<file path="config.mk">
export PLATFORM = sky130hd
export DESIGN_NAME = ring_inject_buffer_flat
export DESIGN_NICKNAME = d
export VERILOG_FILES = /design/src/rtl/ring_inject_buffer_pkg.sv /design/src/rtl/ring_inject_buffer_if.sv /design/src/rtl/ring_inject_buffer_fifo.sv /design/src/rtl/ring_inject_buffer.sv /design/src/flat_wrapper.sv
export SDC_FILE = /design/constraint.sdc
export NUM_CORES = 1
export LEC_CHECK = 0
export CAP_MARGIN = 0
export CORE_ASPECT_RATIO = 0.5
export CORE_UTILIZATION = 30
export CTS_CLUSTER_SIZE = 28
export DETAILED_ROUTE_END_ITERATION = 7
export HOLD_SLACK_MARGIN = 0.05
export REMOVE_ABC_BUFFERS = 1
export SLEW_MARGIN = 5
export SYNTH_ARGS = -nofsm -noshare
export SYNTH_HDL_FRONTEND = slang
export SYNTH_HIERARCHICAL = 1
export SYNTH_SLANG_ARGS = --single-unit
</file>
<file path="constraint.sdc">
create_clock -name clk -period 6.9 [get_ports clk]
set_clock_uncertainty 0.2 [all_clocks]
set_input_delay 2.07 -clock clk [delete_from_list [all_inputs] [get_ports clk]]
set_output_delay 2.07 -clock clk [all_outputs]
set_load 0.03 [all_outputs]
</file>
<file path="src/rtl/ring_inject_buffer_pkg.sv">
// Shared types for the ring injection stage: lane count, node id width, packet format.
// Packet legality is defined here so every lane applies the same rule.
package ring_inject_buffer_pkg;

    localparam int NUM_NODES = 4;
    localparam int NODE_W    = $clog2(NUM_NODES);

    typedef logic [NUM_NODES-1:0] lane_vec_t;

    typedef struct packed {
        logic [NODE_W-1:0] src;
        logic [NODE_W-1:0] dest;
    } pkt_t;

    // A packet must target an existing node other than itself and originate from its own lane.
    function automatic logic pkt_ok(pkt_t p, int lane);
        return (int'(p.dest) < NUM_NODES) && (p.dest != p.src) && (int'(p.src) == lane);
    endfunction

endpackage

</file>
<file path="src/rtl/ring_inject_buffer_if.sv">
// Core-side request bus and ring-side injection bus of the injection stage.
// slave is the buffer's view, master is the driver/observer's view.
interface ring_inject_buffer_if #(
    parameter int CNT_W = 8
);
    import ring_inject_buffer_pkg::*;

    lane_vec_t                     core_valid;
    pkt_t [NUM_NODES-1:0]          core_pkt;
    lane_vec_t                     core_ready;
    lane_vec_t                     ring_full;
    pkt_t [NUM_NODES-1:0]          ring_pkt;
    lane_vec_t                     ring_pkt_valid;
    lane_vec_t                     ring_recieved;
    logic [CNT_W-1:0]              inflight;
    logic                          err;
    logic [NUM_NODES-1:0][15:0]    stall_cnt;

    modport slave (
        input  core_valid, core_pkt, ring_full, ring_recieved,
        output core_ready, ring_pkt, ring_pkt_valid, inflight, err, stall_cnt
    );

    modport master (
        output core_valid, core_pkt, ring_full, ring_recieved,
        input  core_ready, ring_pkt, ring_pkt_valid, inflight, err, stall_cnt
    );

endinterface

</file>
<file path="src/rtl/ring_inject_buffer_fifo.sv">
// Single-lane packet FIFO; head is valid whenever count is non-zero.
// Caller guarantees no push when full and no pop when empty.
module inject_fifo
    import ring_inject_buffer_pkg::*;
#(
    parameter int DEPTH = 4
) (
    input  logic                   clk,
    input  logic                   rst,
    input  logic                   push,
    input  pkt_t                   push_dat,
    input  logic                   pop,
    output pkt_t                   head,
    output logic [$clog2(DEPTH):0] count
);
    localparam int PTR_W = $clog2(DEPTH);

    pkt_t             mem_q [DEPTH];
    pkt_t             mem_d [DEPTH];
    logic [PTR_W-1:0] wr_ptr_q, wr_ptr_d;
    logic [PTR_W-1:0] rd_ptr_q, rd_ptr_d;
    logic [PTR_W:0]   count_q, count_d;

    always_comb begin
        mem_d    = mem_q;
        wr_ptr_d = wr_ptr_q;
        rd_ptr_d = rd_ptr_q;
        count_d  = count_q;
        if (push) begin
            mem_d[wr_ptr_q] = push_dat;
            wr_ptr_d        = wr_ptr_q + 1'b1;
        end
        if (pop) begin
            rd_ptr_d = rd_ptr_q + 1'b1;
        end
        case ({push, pop})
            2'b10:   count_d = count_q + 1'b1;
            2'b01:   count_d = count_q - 1'b1;
            default: count_d = count_q;
        endcase
    end

    always_ff @(posedge clk) begin
        if (rst) begin
            wr_ptr_q <= '0;
            rd_ptr_q <= '0;
            count_q  <= '0;
        end else begin
            wr_ptr_q <= wr_ptr_d;
            rd_ptr_q <= rd_ptr_d;
            count_q  <= count_d;
        end
    end

    always_ff @(posedge clk) begin
        mem_q <= mem_d;
    end

    assign head  = mem_q[rd_ptr_q];
    assign count = count_q;

endmodule

</file>
<file path="src/rtl/ring_inject_buffer.sv">
// Per-node injection stage: lane FIFOs feeding registered one-cycle ring strobes, in-flight tracking.
// Optional INJECT_STATS_EN adds per-lane saturating stall counters; otherwise stall_cnt reads 0.
module ring_inject_buffer
    import ring_inject_buffer_pkg::*;
#(
    parameter int DEPTH = 4,
    parameter int CNT_W = 8
) (
    input  logic                 clk,
    input  logic                 rst,
    ring_inject_buffer_if.slave  bus
);
    localparam int CW      = $clog2(DEPTH) + 1;
    localparam int CNT_MAX = (1 << CNT_W) - 1;

    logic [CW-1:0]        count [NUM_NODES];
    pkt_t                 head  [NUM_NODES];
    lane_vec_t            ready, push_fire, store, bad_pkt, pop;
    logic                 init_q, init_d;
    pkt_t [NUM_NODES-1:0] ring_pkt_q, ring_pkt_d;
    lane_vec_t            ring_pkt_valid_q, ring_pkt_valid_d;
    logic [CNT_W-1:0]     inflight_q, inflight_d;
    logic                 err_q, err_d;
    int                   inflight_sum;

    // init_q keeps core_ready low through reset and for the first cycle afterwards.
    assign init_d = 1'b1;

    always_comb begin
        ready     = '0;
        push_fire = '0;
        store     = '0;
        bad_pkt   = '0;
        pop       = '0;
        for (int i = 0; i < NUM_NODES; i++) begin
            ready[i]     = init_q && (count[i] != CW'(DEPTH));
            push_fire[i] = bus.core_valid[i] && ready[i];
            store[i]     = push_fire[i] && pkt_ok(bus.core_pkt[i], i);
            bad_pkt[i]   = push_fire[i] && !pkt_ok(bus.core_pkt[i], i);
            pop[i]       = (count[i] != '0) && !bus.ring_full[i];
        end
    end

    for (genvar g = 0; g < NUM_NODES; g++) begin : g_lane
        inject_fifo #(.DEPTH(DEPTH)) u_fifo (
            .clk      (clk),
            .rst      (rst),
            .push     (store[g]),
            .push_dat (bus.core_pkt[g]),
            .pop      (pop[g]),
            .head     (head[g]),
            .count    (count[g])
        );
    end

    always_comb begin
        ring_pkt_d       = '0;
        ring_pkt_valid_d = '0;
        err_d            = err_q || (|bad_pkt);
        for (int i = 0; i < NUM_NODES; i++) begin
            if (pop[i]) begin
                ring_pkt_d[i]       = head[i];
                ring_pkt_valid_d[i] = 1'b1;
            end
        end
        inflight_sum = int'(inflight_q) + $countones(pop) - $countones(bus.ring_recieved);
        if (inflight_sum < 0) begin
            inflight_d = '0;
            err_d      = 1'b1;
        end else if (inflight_sum > CNT_MAX) begin
            inflight_d = CNT_W'(CNT_MAX);
            err_d      = 1'b1;
        end else begin
            inflight_d = CNT_W'(inflight_sum);
        end
    end

    always_ff @(posedge clk) begin
        if (rst) begin
            init_q           <= 1'b0;
            ring_pkt_q       <= '0;
            ring_pkt_valid_q <= '0;
            inflight_q       <= '0;
            err_q            <= 1'b0;
        end else begin
            init_q           <= init_d;
            ring_pkt_q       <= ring_pkt_d;
            ring_pkt_valid_q <= ring_pkt_valid_d;
            inflight_q       <= inflight_d;
            err_q            <= err_d;
        end
    end

    assign bus.core_ready     = ready;
    assign bus.ring_pkt       = ring_pkt_q;
    assign bus.ring_pkt_valid = ring_pkt_valid_q;
    assign bus.inflight       = inflight_q;
    assign bus.err            = err_q;

`ifdef INJECT_STATS_EN
    logic [NUM_NODES-1:0][15:0] stall_cnt_q, stall_cnt_d;

    always_comb begin
        stall_cnt_d = stall_cnt_q;
        for (int i = 0; i < NUM_NODES; i++) begin
            if ((count[i] != '0) && bus.ring_full[i] && (stall_cnt_q[i] != 16'hFFFF)) begin
                stall_cnt_d[i] = stall_cnt_q[i] + 16'd1;
            end
        end
    end

    always_ff @(posedge clk) begin
        if (rst) begin
            stall_cnt_q <= '0;
        end else begin
            stall_cnt_q <= stall_cnt_d;
        end
    end

    assign bus.stall_cnt = stall_cnt_q;
`else
    assign bus.stall_cnt = '0;
`endif

endmodule

</file>
<file path="src/flat_wrapper.sv">
// flat-port wrapper written by rule: the top's interface ports become plain ports
module ring_inject_buffer_flat import ring_inject_buffer_pkg::*;
#(
    parameter int DEPTH = 4,
    parameter int CNT_W = 8
)
  (clk, rst, bus_core_valid, bus_core_pkt, bus_ring_full, bus_ring_recieved, bus_core_ready, bus_ring_pkt, bus_ring_pkt_valid, bus_inflight, bus_err, bus_stall_cnt);
  ring_inject_buffer_if #(.CNT_W(CNT_W)) bus_i ();
  input  logic clk;
  input  logic rst;
  input wire logic [$bits(bus_i.core_valid)-1:0] bus_core_valid;
  input wire logic [$bits(bus_i.core_pkt)-1:0] bus_core_pkt;
  input wire logic [$bits(bus_i.ring_full)-1:0] bus_ring_full;
  input wire logic [$bits(bus_i.ring_recieved)-1:0] bus_ring_recieved;
  output wire logic [$bits(bus_i.core_ready)-1:0] bus_core_ready;
  output wire logic [$bits(bus_i.ring_pkt)-1:0] bus_ring_pkt;
  output wire logic [$bits(bus_i.ring_pkt_valid)-1:0] bus_ring_pkt_valid;
  output wire logic [$bits(bus_i.inflight)-1:0] bus_inflight;
  output wire logic [$bits(bus_i.err)-1:0] bus_err;
  output wire logic [$bits(bus_i.stall_cnt)-1:0] bus_stall_cnt;
  assign bus_i.core_valid = bus_core_valid;
  assign bus_i.core_pkt = bus_core_pkt;
  assign bus_i.ring_full = bus_ring_full;
  assign bus_i.ring_recieved = bus_ring_recieved;
  assign bus_core_ready = bus_i.core_ready;
  assign bus_ring_pkt = bus_i.ring_pkt;
  assign bus_ring_pkt_valid = bus_i.ring_pkt_valid;
  assign bus_inflight = bus_i.inflight;
  assign bus_err = bus_i.err;
  assign bus_stall_cnt = bus_i.stall_cnt;
  ring_inject_buffer #(.DEPTH(DEPTH), .CNT_W(CNT_W)) u_core (.clk(clk), .rst(rst), .bus(bus_i));
endmodule
</file>
==> results of run 1 <==
-- cell type report --
| type | count | area (um^2) | share of cell area [%] |
|---|---|---|---|
| inverter | 45 | 169 | 2.38 |
| clock inverter | 13 | 120 | 1.69 |
| clock buffer | 19 | 433 | 6.10 |
| timing repair buffer | 66 | 651 | 9.16 |
| sequential | 122 | 3080 | 43.4 |
| tap | 259 | 324 | 4.56 |
| multi-input combinational | 306 | 2320 | 32.7 |
-- cells by family after synthesis --
group,after synthesis,share of synthesized area (%)
fa+ha+maj,43,10.7
other cells,1,0.0638
xor+xnor,25,3.73
compound gates,33,3.49
buf+inv,115,12.1
mux,24,7.50
simple gates,117,9.99
flops,122,52.5
-- through the flow --
step,total power (W),instances
after global routing,0.00256,830
after detailed placement,0.00159,798
after CTS,0.00243,830
final,0.00240,830
after global placement,0.00159,798
after floorplan,0.00140,473
-- cells in the final DEF, fill, tap and decap left out, types with 13 or more instances in the layout --
cell type	count
mux4_2	16
clkbuf_16	17
conb_1	64
clkdlybuf4s50_1	62
dfxtp_1	58
inv_1	45
nor2_1	42
xnor2_1	13
a21oi_1	17
and3_1	18
nand2_1	16
edfxtp_1	64
and2_1	18
ha_1	31
-- state kept, by name, summed over array words and instances, names as in the netlist --
register and count:
u_core/g_lane.u_fifo/count 12, u_core/g_lane.u_fifo/wr_ptr_q 8, u_core/bus.ring_pkt 16, u_core/g_lane.u_fifo/rd_ptr_q 8, u_core/bus.err 1, u_core/g_lane.u_fifo/mem_q 64, u_core/bus.ring_pkt_valid 4, u_core/bus.inflight 8
u_core/init_q 1
-- worst max-delay path, cell delays in order --
cell and delay, ps:
clkdlybuf4s50_1 400, nor2_1 100, buf_4 160, inv_1 70, fa_1 510, fa_1 380
inv_1 90, fa_1 430, ha_1 240, fa_1 420, nand2_1 90, nand2_1 90
a221oi_1 330, or2_0 430, a21oi_1 90
-- per-layer routing --
layer | GRT usage [%] | wire length (um)
met3 | 2.81 | 302
met2 | 18.8 | 5270
met5 | 0 | 0
met1 | 13.9 | 4940
met4 | 5.05 | 163
-- worst min-delay path by stage --
stage / end / start / depth (start not counted) / slack [ps]
6_report: u_core/g_lane[3].u_fifo/count[2] / u_core/g_lane[3].u_fifo/count[2] / 2 / 310
5_1_grt: u_core/g_lane[3].u_fifo/count[2] / u_core/g_lane[3].u_fifo/count[2] / 2 / 350
4_1_cts: u_core/g_lane[3].u_fifo/count[2] / u_core/g_lane[3].u_fifo/count[2] / 2 / 310
3_5_place_dp: u_core/g_lane[3].u_fifo/count[2] / u_core/g_lane[3].u_fifo/count[2] / 2 / 300
3_3_place_gp: u_core/g_lane[2].u_fifo/count[2] / u_core/g_lane[2].u_fifo/count[2] / 2 / 290
2_1_floorplan: u_core/g_lane[2].u_fifo/count[2] / u_core/g_lane[2].u_fifo/count[2] / 2 / 260
-- synth_stat cells (all sizes together), types with 3 or more instances --
| library cell | count | area share [%] |
|---|---|---|
| buf | 69 | 9.1 |
| xnor2 | 13 | 1.9 |
| and2 | 18 | 1.9 |
| edfxtp | 64 | 33 |
| o21ai | 6 | 0.51 |
| ha | 31 | 6.6 |
| dfxtp | 58 | 20 |
| mux2i | 8 | 1.4 |
| mux4 | 16 | 6.1 |
| xor2 | 12 | 1.8 |
| or3 | 4 | 0.43 |
| fa | 12 | 4.1 |
| nand4 | 3 | 0.32 |
| nand2 | 16 | 1.0 |
| a21oi | 17 | 1.4 |
| inv | 45 | 2.9 |
| nor2 | 42 | 2.7 |
| nor3 | 5 | 0.43 |
| and3 | 18 | 1.9 |
-- power by group --
group / internal [W] / switching [W]
combinational: 0.000300 / 0.000429
sequential: 0.000807 / 0.0000415
clock: 0.000497 / 0.000326
==> results.md, run 1 <==
* Outcome: finished clean
* Worst Setup Slack, final at 1050 ps
* Fillers at 1790
* Reg2reg start: u_core/g_lane[3].u_fifo/count[0]
* Pre-antenna DRT Iters at 4
* 1st-iter DRT viols at 200
* Post-DRT Antenna Nets at 0
* First-pass GRT wire length at 17400 um
* Fin. Hold Viols at 0
* Port buffer count at 62
* Reg2reg end: u_core/bus.inflight[7]
* Max-cap violations at 0
* Placed cell area at 0.00655 mm^2
* Post-DP HPWL at 7880 um
* Share of layout cells above drive strength 1 at 9.63%
* Number of global-route vias before repair at 3419
* Kind of critical path: in -> reg
* Pre-CTS WS at 658 ps
* Die height at 101 um
* Post_cts resized at 0
* Grt total ovfl at 0
* Register bit count reported by yosys at 122
* Initial antenna violation count at 0
* FF-to-FF path depth at 15
* VDD IR max at 0.166 mV
* Dominant synthesized flop cell: edfxtp_1
* Max Clk Rate at 0.171 GHz
* Post-synth ARST share at 0%
* Crit. Startpoint: bus_ring_full[3]
* CP Launch Type: input port
* Total number of vias at 3364
* Final Wtd Congestion at 0.729
* I/O pin count at 127
* Least-Margin Pin Slew at 552 ps
* Total GRT Usage at 11.3%
* Clock Sinks at 122
* Post-synth EDFFs at 64
* R2R setup slack at 2670 ps
* Rel. slew slack at 63.2%
* Crit path to: u_core/bus.inflight[7]
* Post-CTS setup buffers at 0
* Die area at 0.0202 mm^2
* Core area at 0.0188 mm^2
* Avg Synthesized Cell Area at 12.2 um^2
* RSZ-0062 raised after global routing: no
* Clk root buf: clkbuf_16
* Later-pin clock latency in the skew report at 400 ps
* # setup viols final at 0
* Leakage power at 2.78 nW
* Design Area, Final at 0.00710 mm^2
* DIE WIDTH at 200 um
* Syn-to-layout area delta at 20.8%
* P per Cell Area at 338 mW/mm^2
* Site Rows at 35
* Clock buffer count from CTS at 17
* Mapped cell area at 0.00588 mm^2
* Register area share after synthesis at 52.5%
* Ant diodes at 0
* Avg WL per Cell at 12.9 um
* Critical Path RT at 6970 ps
* DRC at 0
* Max-slew violations at 0
* Yosys cell types at 38
* Initial Util at 31.3%
* Drt total wl at 10700 um
* Final min period at 5850 ps
* Yosys warns at 6
* Cts hold-fix bufs at 0
* CTS tree: built
* Detail-routed via count per cell at 4.05
* Critical Path AT at 5910 ps
* Post-synthesis instance total at 480
* Worst hold slack at 310 ps
* Setup TNS at 0 ps
* Period utilization at 84.7%
* Critical path peak fanout at 8
* Clock slew seen by the registers of the worst setup and hold paths at 60 ps
* Layout Nets at 631
* Pin count of the biggest net entering global routing at 36
* H-tree Lvls at 4
* Worst hold path class: reg -> reg
* CTS Buffer Depth at 2
* Crit. End Element: flop
* Fin util at 37.8%
Note: power is estimated with default switching activity, not from simulation.
==> run 2: changes to the inputs <==
==> constraint.sdc (replaced) <==
create_clock -name clk -period 4.9 [get_ports clk]
set_clock_uncertainty 0.2 [all_clocks]
set_input_delay 1.47 -clock clk [delete_from_list [all_inputs] [get_ports clk]]
set_output_delay 1.47 -clock clk [all_outputs]
set_load 0.03 [all_outputs]
==> results.md, run 2 (same netlist as run 1, synthesis figures left out) <==
* Outcome: finished clean (unchanged)
* Post-DRT Antenna Nets at 0 (unchanged)
* Later-pin clock latency in the skew report at 400 ps (about the same)
* Total GRT Usage at 11.4% (was 11.3%)
* Final Wtd Congestion at 0.750 (was 0.729)
* Clock buffer count from CTS at 17 (unchanged)
* Biggest register: u_core/g_lane.u_fifo/mem_q (unchanged)
* Avg WL per Cell at 12.8 um (was 12.9 um)
* Pre-CTS WS at -494 ps (was 658 ps)
* Port buffer count at 62 (unchanged)
* Max-cap violations at 0 (unchanged)
* I/O pin count at 127 (unchanged)
* Clock slew seen by the registers of the worst setup and hold paths at 50 ps (was 60 ps)
* 1st-iter DRT viols at 212 (was 200)
* DRC at 0 (unchanged)
* Initial Util at 31.3% (unchanged)
* Commonest non-fill, non-tap cells in the layout: conb_1, edfxtp_1, clkdlybuf4s50_1 (unchanged)
* Cells along the critical path: clkdlybuf4s50_1 > inv_1 > fa_1 > inv_1 > fa_1 > inv_2 > fa_1 > ha_2 > buf_4 > a21o_1 > a21bo_2 > a211oi_4 > a21oi_1 (was clkdlybuf4s50_1 > nor2_1 > buf_4 > inv_1 > fa_1 > fa_1 > inv_1 > fa_1 > ha_1 > fa_1 > nand2_1 > nand2_1 > a221oi_1 > or2_0 > a21oi_1)
* Max-slew violations at 0 (unchanged)
* Most frequent CP cell: fa_1 (unchanged)
* Critical Path RT at 4970 ps (was 6970 ps)
* Worst hold slack at 301 ps (was 310 ps)
* Die height at 101 um (unchanged)
* RSZ-0062 raised after global routing: no (unchanged)
* Ant diodes at 0 (unchanged)
* Rel. slew slack at 63.1% (was 63.2%)
* Crit. End Element: flop (unchanged)
* Largest register FFs at 64 (unchanged)
* Layout Nets at 637 (was 631)
* P per Cell Area at 488 mW/mm^2 (was 338 mW/mm^2)
* Cts hold-fix bufs at 0 (unchanged)
* Fraction of power consumed by sequential logic at 34.2% (was 35.3%)
* Core area at 0.0188 mm^2 (unchanged)
* CTS Buffer Depth at 2 (unchanged)
* Grt total ovfl at 0 (unchanged)
* Kind of critical path: in -> reg (unchanged)
* Initial antenna violation count at 0 (unchanged)
* Critical Path AT at 4790 ps (was 5910 ps)
* Pin count of the biggest net entering global routing at 36 (unchanged)
* DIE WIDTH at 200 um (unchanged)
* Clock Sinks at 122 (unchanged)
* Combinational power share at 31.6% (was 30.3%)
* Fin. Hold Viols at 0 (unchanged)
* Int Pwr at 0.00237 W (was 0.00160 W)
* Net load switching power at 0.00114 W (was 0.000796 W)
* Worst hold path class: reg -> reg (unchanged)
* Critical path peak fanout at 9 (was 8)
* H-tree Lvls at 4 (unchanged)
* Leakage power at 2.81 nW (was 2.78 nW)
* Clock power share at 34.2% (was 34.3%)
* Final min period at 4730 ps
* Total number of vias at 3392 (was 3364)
* Share of layout cells above drive strength 1 at 12.1% (was 9.63%)
* CTS tree: built (unchanged)
* Pre-antenna DRT Iters at 5 (was 4)
* Syn-to-layout area delta at 22.5% (was 20.8%)
* Period utilization at 96.5%
* VDD IR max at 0.306 mV (was 0.166 mV)
* CP Launch Type: input port (unchanged)
* Die area at 0.0202 mm^2 (unchanged)
* Post-DP HPWL at 7790 um (was 7880 um)
* Slowest CP cell: fa_1 (unchanged)
* Detail-routed via count per cell at 4.06 (was 4.05)
* Fillers at 1789 (was 1790)
* Site Rows at 35 (unchanged)
* Worst Setup Slack, final at 173 ps (was 1050 ps)
* Sw Ratio at 32.6% (was 33.2%)
* Number of global-route vias before repair at 3314 (was 3419)
* Least-Margin Pin Slew at 553 ps (was 552 ps)
* Drt total wl at 10700 um (about the same)
* First-pass GRT wire length at 17200 um (was 17400 um)
* # setup viols final at 0 (unchanged)
* Max incr delay on CP at 560 ps (was 510 ps)
* Clk root buf: clkbuf_16 (unchanged)
* Max Clk Rate at 0.212 GHz
-- run 2: final cells by class --
type | count | area, um^2 | area share [%]
Sequential cell | 122 | 3080 | 42.8
Multi-Input combinational cell | 306 | 2340 | 32.6
Timing Repair Buffer | 72 | 698 | 9.70
Clock buffer | 18 | 429 | 5.96
Tap cell | 259 | 324 | 4.50
Inverter | 45 | 169 | 2.35
Clock inverter | 14 | 149 | 2.07
-- run 2: worst max-delay path: cells and delay by family --
kind | cells | cell delay [ps]
buffers and inverters | 5 | 770
adder cells (fa/ha/maj) | 4 | 1570
AO/OA/AOI/OAI | 4 | 970
-- run 2: routing by layer --
layer / share of wire [%] / GRT usage, %
met1: 45 / 14.2
met2: 49 / 18.9
met3: 4.3 / 3.38
met4: 1.2 / 4.05
met5: 0 / 0
-- run 2: power groups by stage --
| stage | registers [W] | logic (W) | clock network [W] |
|---|---|---|---|
| after floorplan | 0.00127 | 0.000694 | 0 |
| after global placement | 0.00122 | 0.00106 | 0 |
| after detailed placement | 0.00122 | 0.00107 | 0 |
| after CTS | 0.00120 | 0.00109 | 0.00123 |
| after global routing | 0.00121 | 0.00124 | 0.00128 |
| final | 0.00120 | 0.00111 | 0.00120 |
-- run 2: what timing repair did --
item | in CTS | in global routing
pin swaps | 0 | 5
endpoints found under the setup margin | 9 | 9
buffers inserted | 0 | 1
resized for setup | 2 | 8
-- run 2: final timing paths --
| check | from | end | slack (ps) | cells past startpoint |
|---|---|---|---|---|
| hold reg to reg | u_core/g_lane[1].u_fifo/count[2] | u_core/g_lane[1].u_fifo/count[2] | 300 | 2 |
| setup reg to reg | u_core/g_lane[0].u_fifo/count[0] | u_core/bus.inflight[7] | 1170 | 13 |
| hold / removal | u_core/g_lane[1].u_fifo/count[2] | u_core/g_lane[1].u_fifo/count[2] | 300 | 2 |
| setup / recovery | bus_ring_recieved[0] | u_core/bus.inflight[7] | 170 | 13 |
-- run 2: stage by stage --
step           TNS (ps)  cell area (um^2)  power [W]  std cells  utilization [%]
2_1_floorplan      -746              5570    0.00197        473                -
3_3_place_gp      -3680              6580    0.00229        803             35.0
3_5_place_dp      -4340              6580    0.00229        803             35.0
4_1_cts               0              7170    0.00352        835             38.2
5_1_grt               0              7200    0.00374        836             38.3
6_report              0              7200    0.00351        836             38.3
==> run 3: changes to the inputs <==
--- a/config.mk
+++ b/config.mk
@@ -5,6 +5,7 @@
 export SDC_FILE = /design/constraint.sdc
 export NUM_CORES = 1
 export LEC_CHECK = 0
+export ABC_CLOCK_PERIOD_IN_PS = 4900
 export CAP_MARGIN = 0
 export CORE_ASPECT_RATIO = 0.5
 export CORE_UTILIZATION = 30
==> results of run 3 <==
Final layout, timing and power as in run 2 (identical DEF).
